File: config.mk
export PLATFORM = sky130hd
export DESIGN_NAME = mem_port_arbiter
export DESIGN_NICKNAME = d
export VERILOG_FILES = /design/src/rtl/mem_port_arbiter.sv
export SDC_FILE = /design/constraint.sdc
export NUM_CORES = 1
export LEC_CHECK = 0
export ABC_CLOCK_PERIOD_IN_PS = 3350
export CORE_MARGIN = 1
export CORE_UTILIZATION = 35
export DETAILED_ROUTE_END_ITERATION = 7
export GPL_TIMING_DRIVEN = 0
export HOLD_SLACK_MARGIN = 0.02
export PLACE_DENSITY = 0.82
export SLEW_MARGIN = 15
export SYNTH_ARGS = -nofsm -noshare
export SYNTH_HDL_FRONTEND = slang
export SYNTH_SLANG_ARGS = --single-unit
File: constraint.sdc
create_clock -name clk -period 3.35 [get_ports clk]
set_clock_uncertainty 0.2 [all_clocks]
set_input_delay 0.67 -clock clk [delete_from_list [all_inputs] [get_ports clk]]
set_output_delay 0.67 -clock clk [all_outputs]
set_load 0.05 [all_outputs]
File: src/rtl/mem_port_arbiter.sv
// Arbitrates the unified instruction/data memory between fetch and load/store.
// Optional perf counter: define MEM_ARB_PERF_EN to build conflict_cnt.
module mem_port_arbiter #(
  parameter int unsigned MEM_WORDS    = 128,
  parameter int unsigned MAX_D_STREAK = 3
) (
  input  logic        clk,
  input  logic        rst,
  input  logic        if_req,
  input  logic [31:0] if_addr,
  output logic        if_gnt,
  output logic        if_rvalid,
  output logic [31:0] if_rdata,
  input  logic        d_req,
  input  logic        d_we,
  input  logic [31:0] d_addr,
  input  logic [1:0]  d_size,
  input  logic [31:0] d_wdata,
  output logic        d_gnt,
  output logic        d_rvalid,
  output logic [31:0] d_rdata,
  output logic        d_err,
  output logic [7:0]  word_addr,
  output logic        MemRead,
  output logic        MemWrite,
  output logic [1:0]  SaveMethod,
  output logic [31:0] data_in,
  input  logic [31:0] data_out,
  output logic [15:0] conflict_cnt
);

  typedef enum logic {ST_FETCH, ST_DATA} owner_t;

  localparam logic [31:0] ADDR_LIMIT   = 32'(MEM_WORDS * 4);
  localparam logic [2:0]  STREAK_LIMIT = 3'(MAX_D_STREAK);
  localparam logic [31:0] NOP_INSN     = 32'h0000_0013;

  owner_t     owner;
  logic [2:0] streak;
  logic       if_ok;
  logic       d_ok;
  logic       unused_bits;

  assign if_ok = (if_addr < ADDR_LIMIT);
  assign d_ok  = (d_addr < ADDR_LIMIT);

  // Byte-offset bits are ignored; owner is kept as architectural state only.
  assign unused_bits = ^{if_addr[1:0], d_addr[1:0], (owner == ST_DATA)};

  always_comb begin
    d_gnt      = d_req && (!if_req || (streak < STREAK_LIMIT));
    if_gnt     = if_req && !d_gnt;
    word_addr  = '0;
    MemRead    = 1'b0;
    MemWrite   = 1'b0;
    SaveMethod = '0;
    data_in    = '0;
    if (d_gnt) begin
      word_addr = d_addr[9:2];
      MemRead   = d_ok && !d_we;
      MemWrite  = d_ok && d_we;
      if (d_we) begin
        SaveMethod = d_size;
        data_in    = d_wdata;
      end
    end else if (if_gnt) begin
      word_addr = if_addr[9:2];
      MemRead   = if_ok;
    end
  end

  always_ff @(posedge clk or posedge rst) begin
    if (rst) begin
      owner     <= ST_FETCH;
      streak    <= '0;
      if_rvalid <= 1'b0;
      if_rdata  <= '0;
      d_rvalid  <= 1'b0;
      d_rdata   <= '0;
      d_err     <= 1'b0;
    end else begin
      if_rvalid <= if_gnt;
      d_rvalid  <= d_gnt;
      d_err     <= d_gnt && !d_ok;
      if (if_gnt)
        if_rdata <= if_ok ? data_out : NOP_INSN;
      if (d_gnt)
        d_rdata <= (d_ok && !d_we) ? data_out : '0;
      if (d_gnt) begin
        owner <= ST_DATA;
        // Streak only grows while fetch is actually being held off.
        if (if_req)
          streak <= (streak == 3'd7) ? streak : streak + 3'd1;
        else
          streak <= '0;
      end else if (if_gnt) begin
        owner  <= ST_FETCH;
        streak <= '0;
      end else begin
        streak <= '0;
      end
    end
  end

`ifdef MEM_ARB_PERF_EN
  always_ff @(posedge clk or posedge rst) begin
    if (rst)
      conflict_cnt <= '0;
    else if (if_req && d_req && (conflict_cnt != '1))
      conflict_cnt <= conflict_cnt + 16'd1;
  end
`else
  assign conflict_cnt = '0;
`endif

endmodule
==> results.json, run 1 <==
{
  "setup_tns_ns": 0,
  "htreeDepth": 3,
  "path_buf_inv": 3,
  "yosysSeqAreaShare": 0.489,
  "die_w_um": 103,
  "vdd_drop_max_mv": 0.200,
  "grt_pass1_wl_um": 18900,
  "coreArea_um2": 9860,
  "path_max_fanout": 10,
  "max_freq_mhz": 299,
  "fill_cells": 804,
  "wire_per_inst_um": 15.6,
  "place_area_um2": 6250,
  "fin_crit_sh": 0.998,
  "firstDrtPassIters": 6,
  "synth_top_area_share": 0.489,
  "ys.flop_type": "dfrtp_1",
  "place_hpwl_um": 9540,
  "insertedDiodeCount": 0,
  "clock-sinks": 70,
  "die_area_um2": 10700,
  "crit_family": "simple AND/OR/NAND/NOR gates",
  "cp_slowest_cell": "or3_4",
  "num_vias": 3660,
  "startpoint_type": "input pin",
  "vias_per_cell": 4.70,
  "crit_type": "input pin to primary output",
  "cts_inserted_buffers": 9,
  "arrival_ns": 2.47,
  "hold_violations": 0,
  "drtAntennaViolNets": 0,
  "fin_util": 0.647,
  "netlist_area_um2": 3580,
  "rsz0062_at_grt": "yes",
  "finalNonFillerCells": 779,
  "status": "finished, final reports clean",
  "drt_iter0_drc": 122,
  "yosysWarnings": 0,
  "synth_seq_cells": 70,
  "met3WireLength_um": 665,
  "yosys.cell_count.top_type": "nand2_1",
  "synth_cell_types": 30,
  "grt_max_degree": 37,
  "yosys-top-cells-count": "nand2_1 (82), dfrtp_1 (70), and3_1 (35)",
  "final_nets": 779,
  "ys_top_cells_by_area": "dfrtp_1 (49%), nand2_1 (8.6%), o21ai_2 (7.3%), a31o_2 (7.1%), and3_1 (6.1%)",
  "maxSlewHeadroom": 0.632,
  "path_cells": "clkdlybuf4s50_1 > nor4_2 > nand4_1 > or3_4 > buf_6 > o2bb2ai_2 > buf_6",
  "start_util": 0.363,
  "crit_path_end_kind": "primary output",
  "drc": 0,
  "antenna_found_initial": 0,
  "holdCritPathClass": "flop to flop",
  "m1WireLength_um": 4860,
  "cts_tree": "yes",
  "cpPeakStageDelay_ns": 0.42,
  "async_flop_share": 1.00,
  "grt_usage": 0.235,
  "drive_gt1_frac": 0.255,
  "dr_wl_met2_um": 6330,
  "p_leak_nw": 2.99,
  "total_power_mw": 2.08,
  "layout-area-overhead-vs-synth_pct": 78.0,
  "yosysTopAreaCell": "dfrtp_1",
  "post_cts_buffers": 0,
  "routabilityCongestion": 0.805,
  "period_needed_ns": 3.34,
  "ctsLongestPathBuffers": 2,
  "grt_remaining_overflow": 0,
  "max_cap_viol_count": 0,
  "synthCells": 373,
  "top_layer_used": "met4",
  "syn_area_per_cell_um2": 9.61,
  "place_inst": 764,
  "grt_pass1_vias": 3791,
  "powerDensity_nw_per_um2": 326,
  "ios": 264,
  "worstPathRequired_ns": 2.48,
  "crit_top_cell": "buf_6",
  "die_h_um": 103,
  "drv_slew": 0,
  "drt_wl_total_um": 12200,
  "clk_latency_ns": 0.33,
  "worst_pin_slew_ns": 0.551,
  "setup_viol": 0,
  "final_area_um2": 6380,
  "io_buffers": 242,
  "synth_edf_count": 0,
  "clk_pin_slew_worst_paths_ns": 0.07,
  "clockRootBuffer": "clkbuf_8",
  "placementRows": 36
}
## routing by layer
metal  vias to the layer above  global-route usage
li1                       1790                   -
met5                         -                   0
met1                      1696               0.280
met2                       150               0.418
met3                        24              0.0464
met4                         0              0.0899
## cell usage in the layout, fill, tap and decap left out, drive strengths merged, types with 4 or more instances in the layout
cell type      netlist  routed
clkbuf              14      47
clkdlybuf4s50        0     196
and3                35      35
nor3                 4       4
nand2               82      82
nor4                10      10
buf                 31      41
nor2                 9       9
o21ai               33      33
nand3                7       7
nor2b               29      29
inv                  4       4
clkdlybuf4s15        0      15
conb                 1      16
a31o                29      29
a21oi                4       4
dfrtp               70      70
## through the flow
step,setup WS [ns],hold WS [ns]
after global routing,-0.0909,0.304
after floorplan,0.128,0.340
after global placement,-0.829,0.261
after detailed placement,-0.811,0.266
final,0.00650,0.278
after CTS,-0.0237,0.281
## cell type report
class / instances / area (um^2) / area share
Timing Repair Buffer: 243 / 2310 / 0.362
Clock inverter: 4 / 70.1 / 0.0110
Multi-Input combinational cell: 269 / 1620 / 0.255
Inverter: 4 / 17.5 / 0.00275
Sequential cell: 70 / 1750 / 0.275
Tap cell: 133 / 166 / 0.0261
Clock buffer: 11 / 151 / 0.0237
Buffer: 45 / 288 / 0.0451
## registers in the layout (all words and copies together) (netlist names)
signal / flops
d_rdata: 32
d_rvalid: 1
streak: 3
if_rvalid: 1
if_rdata: 32
d_err: 1
## power breakdown
part           internal, mW  switching, mW
registers             0.848        0.00216
logic                 0.202          0.269
clock network         0.453          0.303
total                  1.50          0.574
## logic make-up (layout without fill, tap and decap cells)
| kind of cell | Yosys count | count (layout) | synth area share |
|---|---|---|---|
| AO/OA/AOI/OAI | 69 | 69 | 0.164 |
| adder cells (fa/ha/maj) | 2 | 2 | 0.00698 |
| XOR/XNOR | 1 | 1 | 0.00244 |
| flip-flops | 70 | 70 | 0.489 |
| other | 1 | 16 | 0.00105 |
| multiplexers | 2 | 2 | 0.00558 |
| buffers and inverters | 49 | 307 | 0.0813 |
| AND/OR/NAND/NOR | 179 | 179 | 0.250 |
## repair_timing
action,CTS,global route
resized for setup,126,46
endpoints found under the setup margin,46,32
pin swaps,2,0
hold buffers,0,0
## worst reg2reg max path, cell delays in order, from the launching register on
cell and delay (ns):
dfrtp_1 0.42, a21oi_2 0.20, o21ai_2 0.16, inv_2 0.12
buf_2 0.23, clkbuf_1 0.41, nand2_1 0.13, o21ai_2 0.13
## final timing paths
kind	endpoint	slack, ns	from	cells after the start
max	MemRead	0.007	d_addr[14]	7
min	d_rdata[13]	0.28	d_rdata[13]	2
max reg2reg	d_rdata[31]	1.28	streak[0]	7
min reg2reg	d_rdata[13]	0.28	d_rdata[13]	2
max in group asynchronous	d_rdata[25]	1.90	rst	3
min in group asynchronous	d_rdata[12]	0.50	rst	2
No activity file was read; power rests on OpenSTA's default activity.
==> inputs of run 2 (changes only) <==
Settings changed: ABC_AREA from default to 0.
==> results of run 2 <==
No change in the layout: final DEF, timing and power equal those of run 1.
==> inputs of run 3 (changes only) <==
Settings changed: CORE_MARGIN 1 to 4.
==> run 3 against run 2 <==
Compared with the run above: the run now ends with negative setup slack left; critical path depth stayed put; die area rose by 12%; design area increased by 0.94%; fmax is 1.0% lower; hold slack better by 0.0045 ns; cell count grew 0.26%; sequential share of layout area down 0.26 points; highest routed layer unchanged; non-clock buffer count rose by 1; clock power grew 3.8%; largest cell class unchanged.
==> results.json, run 3 (synthesis results as in run 1) <==
{
  "status": "finished with violations",
  "violations": "negative setup slack",
  "firstDrtPassIters": 4,
  "place_hpwl_um": 10500,
  "place_ws_ns": -0.817,
  "coreArea_um2": 9860,
  "cts_tree": "yes",
  "cts_inserted_buffers": 9,
  "rr_startpoint": "streak[0]",
  "clk_latency_ns": 0.34,
  "crit_type": "input pin to primary output",
  "r2r_end": "d_rdata[11]",
  "fin_util": 0.653,
  "grt_usage": 0.219,
  "rsz0062_at_grt": "yes",
  "worstHoldStart": "d_rdata[13]",
  "final_nets": 780,
  "place_inst": 764,
  "worst_pin_slew_ns": 0.559,
  "hold_violations": 0,
  "drt_wl_total_um": 13200,
  "maxSlewHeadroom": 0.626,
  "vdd_drop_max_mv": 0.159,
  "wire_per_inst_um": 16.9,
  "multi_input_area_um2": 1610,
  "endpoint": "MemRead",
  "crit_path_end_kind": "primary output",
  "io_buffers": 242,
  "max_cap_viol_count": 0,
  "insertedDiodeCount": 0,
  "ctsLongestPathBuffers": 2,
  "reg_top3": "d_rdata (32), if_rdata (32), streak (3)",
  "grt_remaining_overflow": 0,
  "num_vias": 3729,
  "setup_tns_ns": -0.0276,
  "arrival_ns": 2.51,
  "final_area_um2": 6440,
  "cp-startpoint": "d_addr[12]",
  "startpoint_type": "input pin",
  "total_power_mw": 2.11,
  "layout_common_cells": "clkdlybuf4s50_1 (196), nand2_1 (82), dfrtp_1 (70)",
  "placementRows": 36,
  "drtAntennaViolNets": 0,
  "clockRootBuffer": "clkbuf_8",
  "path_max_fanout": 10,
  "drc": 0,
  "place_area_um2": 6250,
  "fin_crit_sh": 1.01,
  "finalNonFillerCells": 781,
  "grt_pass1_vias": 4010,
  "p_leak_nw": 2.98,
  "cts_hold_buf": 0,
  "worst_slack_ns": -0.0276,
  "fill_cells": 822,
  "max_freq_mhz": 296,
  "die_h_um": 109,
  "layout-area-overhead-vs-synth_pct": 79.7,
  "drv_slew": 0,
  "period_needed_ns": 3.38,
  "reg2reg_slack_ns": 1.26,
  "worstPathRequired_ns": 2.48,
  "htreeDepth": 3,
  "routabilityCongestion": 0.876,
  "grt_max_degree": 37,
  "grt_pass1_wl_um": 20200,
  "holdCritPathClass": "flop to flop",
  "hold_ws_ns": 0.282,
  "powerDensity_nw_per_um2": 328,
  "layout_commonest_cell": "clkdlybuf4s50_1",
  "die_area_um2": 11900,
  "start_util": 0.363,
  "ios": 264,
  "setup_viol": 1,
  "drt_iter0_drc": 147,
  "vias_per_cell": 4.77,
  "clock-sinks": 70,
  "die_w_um": 109,
  "clk_pin_slew_worst_paths_ns": 0.08,
  "drive_gt1_frac": 0.248,
  "antenna_found_initial": 0,
  "seqCellArea_um2": 1750,
  "reg2regPathDepth": 7
}
## run 3: power breakdown
part	total (mW)	internal (mW)	leakage, nW	switching (mW)
clock network	0.785	0.443	0.109	0.342
registers	0.849	0.847	0.956	0.00183
logic	0.476	0.205	1.91	0.271
## run 3: layer usage
layer	track usage	up-vias	routed length, um
li1	-	1785	-
met1	0.243	1774	4860
met2	0.399	152	7060
met3	0.0675	18	1070
met4	0.0712	0	230
met5	0	-	0
## run 3: area by class of cell
class / instances / area share
well taps: 133 / 0.0258
flip-flops and latches: 70 / 0.272
repair buffers: 244 / 0.368
multi-input cells: 269 / 0.250
clock inverters: 6 / 0.0144
inverters: 4 / 0.00272
plain buffers: 45 / 0.0456
clock buffers: 10 / 0.0214
## run 3: worst max-delay path, stage by stage
cell	delay [ns]
clkdlybuf4s50_1	0.46
nor4_2	0.30
nand4_1	0.15
or3_4	0.43
buf_12	0.18
o2bb2ai_2	0.14
buf_6	0.18
## run 3: what timing repair did
| action | 4_1_cts | 5_1_grt |
|---|---|---|
| resized for setup | 136 | 28 |
| pin swaps | 4 | 1 |
| endpoints found under the setup margin | 46 | 19 |
| buffers inserted | 0 | 1 |
## run 3: worst min path at each step
stage / end / cells after the start
after floorplan: streak[2] / 2
after global placement: d_rdata[9] / 2
after detailed placement: d_rdata[13] / 2
after CTS: d_rdata[13] / 2
after global routing: d_rdata[1] / 2
final: d_rdata[13] / 2
